### src/rtl/branch_pkg.sv
// Shared types and widths for the branch controller.
package branch_pkg;

  localparam int unsigned BrOpW     = 3;
  localparam int unsigned FlushCntW = 2;

  // Decoded branch operation; encodings 6 and 7 behave as NOP.
  typedef enum logic [BrOpW-1:0] {
    BrNop  = 3'd0,
    BrBrc  = 3'd1,
    BrBra  = 3'd2,
    BrJmp  = 3'd3,
    BrCall = 3'd4,
    BrRet  = 3'd5
  } br_op_t;

  typedef enum logic [0:0] {
    StRun    = 1'b0,
    StSquash = 1'b1
  } state_t;

endpackage

### src/rtl/ret_stack.sv
// LIFO return-address stack. Push into a full stack and pop from an empty
// stack are ignored; the caller is responsible for flagging the error.
module ret_stack #(
  parameter int unsigned D        = 12,
  parameter int unsigned RS_DEPTH = 4
) (
  input  logic         clk,
  input  logic         reset,
  input  logic         push,
  input  logic         pop,
  input  logic [D-1:0] push_data,
  output logic [D-1:0] top,
  output logic         full,
  output logic         empty
);

  localparam int unsigned AW  = $clog2(RS_DEPTH);
  localparam int unsigned SpW = AW + 1;

  logic [SpW-1:0] sp_q, sp_d;
  logic [SpW-1:0] sp_m1;
  logic [D-1:0]   mem_q [RS_DEPTH];
  logic [D-1:0]   mem_d [RS_DEPTH];

  assign full  = (sp_q == SpW'(RS_DEPTH));
  assign empty = (sp_q == '0);
  assign sp_m1 = sp_q - SpW'(1);
  // Index wraps when empty; the value is never used in that case.
  assign top   = mem_q[sp_m1[AW-1:0]];

  // Next-state: push has priority; blocked operations leave the stack untouched.
  always_comb begin
    mem_d = mem_q;
    sp_d  = sp_q;
    if (push && !full) begin
      mem_d[sp_q[AW-1:0]] = push_data;
      sp_d                = sp_q + SpW'(1);
    end else if (pop && !empty) begin
      sp_d = sp_m1;
    end
  end

  // Stack pointer and storage registers.
  always_ff @(posedge clk or posedge reset) begin
    if (reset) begin
      sp_q <= '0;
      for (int i = 0; i < RS_DEPTH; i++) mem_q[i] <= '0;
    end else begin
      sp_q  <= sp_d;
      mem_q <= mem_d;
    end
  end

endmodule

### src/rtl/branch_ctrl.sv
// Branch controller: turns decoded branch ops into PC control, holding the
// condition flag, jump-target LUT, return stack and post-branch squash FSM.
module branch_ctrl
  import branch_pkg::*;
#(
  parameter int unsigned D         = 12,
  parameter int unsigned LUT_AW    = 4,
  parameter int unsigned RS_DEPTH  = 4,
  parameter int unsigned FLUSH_CYC = 1
) (
  input  logic              clk,
  input  logic              reset,
  input  logic [D-1:0]      prog_ctr,
  input  logic [BrOpW-1:0]  br_op,
  input  logic [LUT_AW-1:0] lut_idx,
  input  logic              flag_we,
  input  logic              flag_in,
  input  logic              lut_we,
  input  logic [LUT_AW-1:0] lut_waddr,
  input  logic [D-1:0]      lut_wdata,
  output logic              branch,
  output logic              jump_flag,
  output logic              absjump_en,
  output logic [D-1:0]      target,
  output logic              squash,
  output logic              rs_err
);

  localparam int unsigned LutN = 2 ** LUT_AW;

  state_t               state_q, state_d;
  logic [FlushCntW-1:0] cnt_q, cnt_d;
  logic                 flag_q, flag_d;
  logic                 rs_err_q, rs_err_d;
  logic [D-1:0]         lut_q [LutN];
  logic [D-1:0]         lut_d [LutN];

  logic         rs_push, rs_pop, rs_full, rs_empty, err_set;
  logic [D-1:0] rs_top, lut_rd;

  assign lut_rd = lut_q[lut_idx];
  assign squash = (state_q == StSquash);
  assign rs_err = rs_err_q;

  ret_stack #(
    .D        (D),
    .RS_DEPTH (RS_DEPTH)
  ) u_ret_stack (
    .clk       (clk),
    .reset     (reset),
    .push      (rs_push),
    .pop       (rs_pop),
    .push_data (prog_ctr + D'(1)),
    .top       (rs_top),
    .full      (rs_full),
    .empty     (rs_empty)
  );

  // Output decode; ops only act while running, squash ignores them entirely.
  always_comb begin
    branch     = 1'b0;
    jump_flag  = 1'b0;
    absjump_en = 1'b0;
    target     = '0;
    rs_push    = 1'b0;
    rs_pop     = 1'b0;
    err_set    = 1'b0;
    if (state_q == StRun) begin
      case (br_op)
        BrBrc: begin
          branch    = 1'b1;
          jump_flag = flag_q;
          target    = lut_rd;
        end
        BrBra: begin
          branch     = 1'b1;
          jump_flag  = flag_q;
          absjump_en = 1'b1;
          target     = lut_rd;
        end
        BrJmp: begin
          branch     = 1'b1;
          jump_flag  = 1'b1;
          absjump_en = 1'b1;
          target     = lut_rd;
        end
        BrCall: begin
          // The jump still happens when the stack is full; only the push is lost.
          branch     = 1'b1;
          jump_flag  = 1'b1;
          absjump_en = 1'b1;
          target     = lut_rd;
          rs_push    = !rs_full;
          err_set    = rs_full;
        end
        BrRet: begin
          if (rs_empty) begin
            err_set = 1'b1;
          end else begin
            branch     = 1'b1;
            jump_flag  = 1'b1;
            absjump_en = 1'b1;
            target     = rs_top;
            rs_pop     = 1'b1;
          end
        end
        default: ;
      endcase
    end
  end

  // Squash FSM with down-counter, plus flag, LUT and sticky error next-state.
  always_comb begin
    state_d  = state_q;
    cnt_d    = cnt_q;
    flag_d   = flag_we ? flag_in : flag_q;
    rs_err_d = rs_err_q | err_set;
    lut_d    = lut_q;
    if (lut_we) lut_d[lut_waddr] = lut_wdata;
    case (state_q)
      StRun: begin
        if (branch && jump_flag) begin
          state_d = StSquash;
          cnt_d   = FlushCntW'(FLUSH_CYC - 1);
        end
      end
      StSquash: begin
        if (cnt_q == '0) state_d = StRun;
        else             cnt_d   = cnt_q - FlushCntW'(1);
      end
      default: state_d = StRun;
    endcase
  end

  // State registers.
  always_ff @(posedge clk or posedge reset) begin
    if (reset) begin
      state_q  <= StRun;
      cnt_q    <= '0;
      flag_q   <= 1'b0;
      rs_err_q <= 1'b0;
      for (int i = 0; i < LutN; i++) lut_q[i] <= '0;
    end else begin
      state_q  <= state_d;
      cnt_q    <= cnt_d;
      flag_q   <= flag_d;
      rs_err_q <= rs_err_d;
      lut_q    <= lut_d;
    end
  end

endmodule

### config.mk
export PLATFORM = sky130hd
export DESIGN_NAME = branch_ctrl
export DESIGN_NICKNAME = d
export VERILOG_FILES = /design/src/rtl/branch_pkg.sv /design/src/rtl/ret_stack.sv /design/src/rtl/branch_ctrl.sv
export SDC_FILE = /design/constraint.sdc
export NUM_CORES = 1
export LEC_CHECK = 0
export ABC_AREA = 1
export CAP_MARGIN = 40
export CORE_MARGIN = 4
export CORE_UTILIZATION = 43
export CTS_BUF_LIST = sky130_fd_sc_hd__clkbuf_8
export DETAILED_ROUTE_END_ITERATION = 6
export PLACE_DENSITY = 0.58
export SLEW_MARGIN = 0
export SYNTH_ARGS = -nofsm -noshare
export SYNTH_HDL_FRONTEND = slang
export SYNTH_SLANG_ARGS = --single-unit
### constraint.sdc
create_clock -name clk -period 10.42 [get_ports clk]
set_input_delay 2.084 -clock clk [delete_from_list [all_inputs] [get_ports clk]]
set_output_delay 2.084 -clock clk [all_outputs]
set_load 0.05 [all_outputs]
==> results.yml <==
clock_tree:
  cts_tree: "yes"
  cts.hold.buffers_added: 0
  clock_path_buffers: 3
  ctsResizeCount: 0
  cts_inserted_buffers: 45
  clock_sinks: 248
  h-tree-depth: 2
  ctsRootBufferMaster: "clkbuf_8"
  cts.clk_slew.worst_paths_ps: 60
  post_cts_buffers: 0
  clk_latency_ps: 550
synth:
  synth_edf_count: 0
  synth_top_flop_cell: "dfrtp_1"
  netlist_area_mm2: 0.0119
  synthTopCellsByCount: "509 x nand2_1, 248 x dfrtp_1, 198 x nand3_1, 147 x o21ai_0, 81 x nor2_1"
  synthDistinctLibCells: 35
  ys_seq_area_frac: 0.521
  avgSynthCellArea_um2: 7.97
  syn-num-nets: 1540
  netlist.area_leader.share: 0.521
  synth_top_cell_by_area: "dfrtp_1"
  ys_warn_count: 0
  synth.most_common_cell: "nand2_1"
  synth.ff_latch_count: 248
  synthTopCellsByArea: "dfrtp_1 52%, nand2_1 16%, nand3_1 8.3%"
  postSynthCellCount: 1493
  async_flop_share: 1.00
final_layout:
  drive_above_1_share: 0.0877
  layout.nets: 1567
  postLayoutCellArea_mm2: 0.0136
  finish.utilization: 0.503
  diodes: 0
  finalNonFillerCells: 1923
  area_growth_pct: 14.6
job:
  maxCapViolCount: 0
route:
  vias: 10000
  viasPerCell: 5.22
  drc: 0
  routed_wl_um: 33800
  antenna_left: 0
  wl_per_cell_um: 17.6
  drtIter0Drc: 781
  first_pass_iters: 7
timing:
  fin_crit_ps: 7070
  max_freq_ghz: 0.141
  slew_headroom: 0.409
  rsz0062_at_grt: "no"
  hold_viol_final: 0
  setup_viol: 0
  tightestPinTransition_ps: 885
  period_share: 0.679
  setup_tns_ps: 0
  skew_ps: 14.8
  holdWs_ps: 455
  final_max_slew_viol_count: 0
floorplanning:
  die_area_mm2: 0.0304
  start_util: 0.439
  core_area_mm2: 0.0271
  die_width_um: 174
  io_pins: 57
  rows: 60
  die_y_um: 174
critical_path:
  start_kind: "input pin"
  cpMaxStageDelayCell: "clkdlybuf4s50_1"
  critical_path_class: "in2out"
  worstPathCellList: "clkdlybuf4s50_1 > inv_1 > nand3_1 > nand3_1 > nand2_1 > clkdlybuf4s50_1"
  cp_data_required_time_ps: 8340
  max_stage_delay_ps: 970
  cp-end-kind: "primary output"
  critical_path_arrival_ps: 4990
  path_max_fanout: 13
place:
  port_buffers: 56
  dp.cells: 1845
  place_area_mm2: 0.0127
  dp_hpwl_um: 21100
  place.gp.congestion: 0.791
status:
  status: "finished clean"
grt:
  grt-ovfl-total: 0
  track_usage: 0.224
  grt_pass1_wl_um: 54700
  grt_pass1_vias: 9766
  antenna_found_initial: 0
  grt_max_degree: 119
hold_path:
  worstHoldPathType: "reg2reg"
power:
  clock_power_share: 0.316
  power.switching_mw: 1.01
  ir_worst_vdd_uv: 142
  combPwrFrac: 0.246
  p_seq_frac: 0.438
  internal-power_mw: 2.04
  power.density_mw_per_mm2: 223
  power.switching_fraction: 0.331
  leakage_nw: 6.47
==> layer usage <==
metal / track usage / routed length [um] / vias up
met2: 0.345 / 15100 / 280
met4: 0.0703 / 924 / 0
met3: 0.0374 / 1990 / 72
li1: - / - / 4921
met5: 0 / 0 / -
met1: 0.324 / 15800 / 4770
==> placed cells by master (no fill, tap or decap), types with 2 or more instances in the layout <==
cell	count
o22ai_1	10
clkdlybuf4s50_1	54
nor3_4	2
buf_12	2
xor2_1	7
dfrtp_1	248
nor2_4	5
clkinv_1	3
ha_1	7
a21oi_2	8
buf_8	3
nand3_1	198
buf_16	3
o21ai_1	39
buf_6	2
nor3_1	4
nand2_2	5
clkinv_2	5
nand4_1	2
nor2_1	81
nand3_2	4
inv_2	7
xnor2_1	2
buf_4	12
nand2_1	509
clkbuf_8	62
o21ai_2	3
o21ai_0	147
o211ai_1	2
a21oi_1	44
inv_1	57
nor2_2	4
==> sequential cells by signal, indices dropped and copies added, names as in the netlist <==
register and cells:
cnt_q 2, flag_q 1, rs_err 1, u_ret_stack.sp_q 3, u_ret_stack.mem_q 48, squash 1
lut_q 192
==> per-stage QoR <==
stage	power (mW)	worst slack [ps]
floorplan	1.88	1520
finish	3.04	3350
global route	3.26	3310
global placement	2.07	3320
CTS	3.07	3480
detailed placement	2.09	3500
==> critical path, delay by kind of cell <==
family                 cells  cell delay [ps]
buffers and inverters      3             2310
AND/OR/NAND/NOR            3              580
==> final cells by class <==
type | count | area (um2)
clock inverters | 16 | 101
multi-input cells | 1087 | 4950
inverters | 61 | 241
clock buffers | 62 | 853
fillers | 2696 | 13500
flip-flops and latches | 248 | 6210
well taps | 372 | 465
repair buffers | 77 | 826
==> worst paths after layout <==
check | startpoint | to | slack [ps] | cells after the start
min in group asynchronous | reset | lut_q[18] | 2120 | 2
hold reg to reg | rs_err | rs_err | 450 | 1
setup / recovery | lut_idx[2] | target[9] | 3350 | 6
setup reg to reg | u_ret_stack.sp_q[0] | u_ret_stack.mem_q[0] | 7070 | 11
max in group asynchronous | reset | lut_q[48] | 7130 | 4
hold / removal | rs_err | rs_err | 450 | 1
==> kinds of logic after synthesis <==
group	count (synthesis)	synth area share
AOI/OAI and AO/OA	254	0.112
xor gates and xnor gates	9	0.00662
adders and majority gates	7	0.00736
buffers and inverters	158	0.0627
DFF	248	0.521
muxes	1	0.000946
and+or+nand+nor	816	0.289
==> power by group through the flow <==
stage / clock, mW / combinational, mW / sequential (mW)
finish: 0.963 / 0.748 / 1.33
global route: 1.03 / 0.861 / 1.36
CTS: 0.983 / 0.753 / 1.33
detailed placement: 0 / 0.750 / 1.34
global placement: 0 / 0.731 / 1.34
floorplan: 0 / 0.550 / 1.33
No activity file was read; power rests on OpenSTA's default activity.
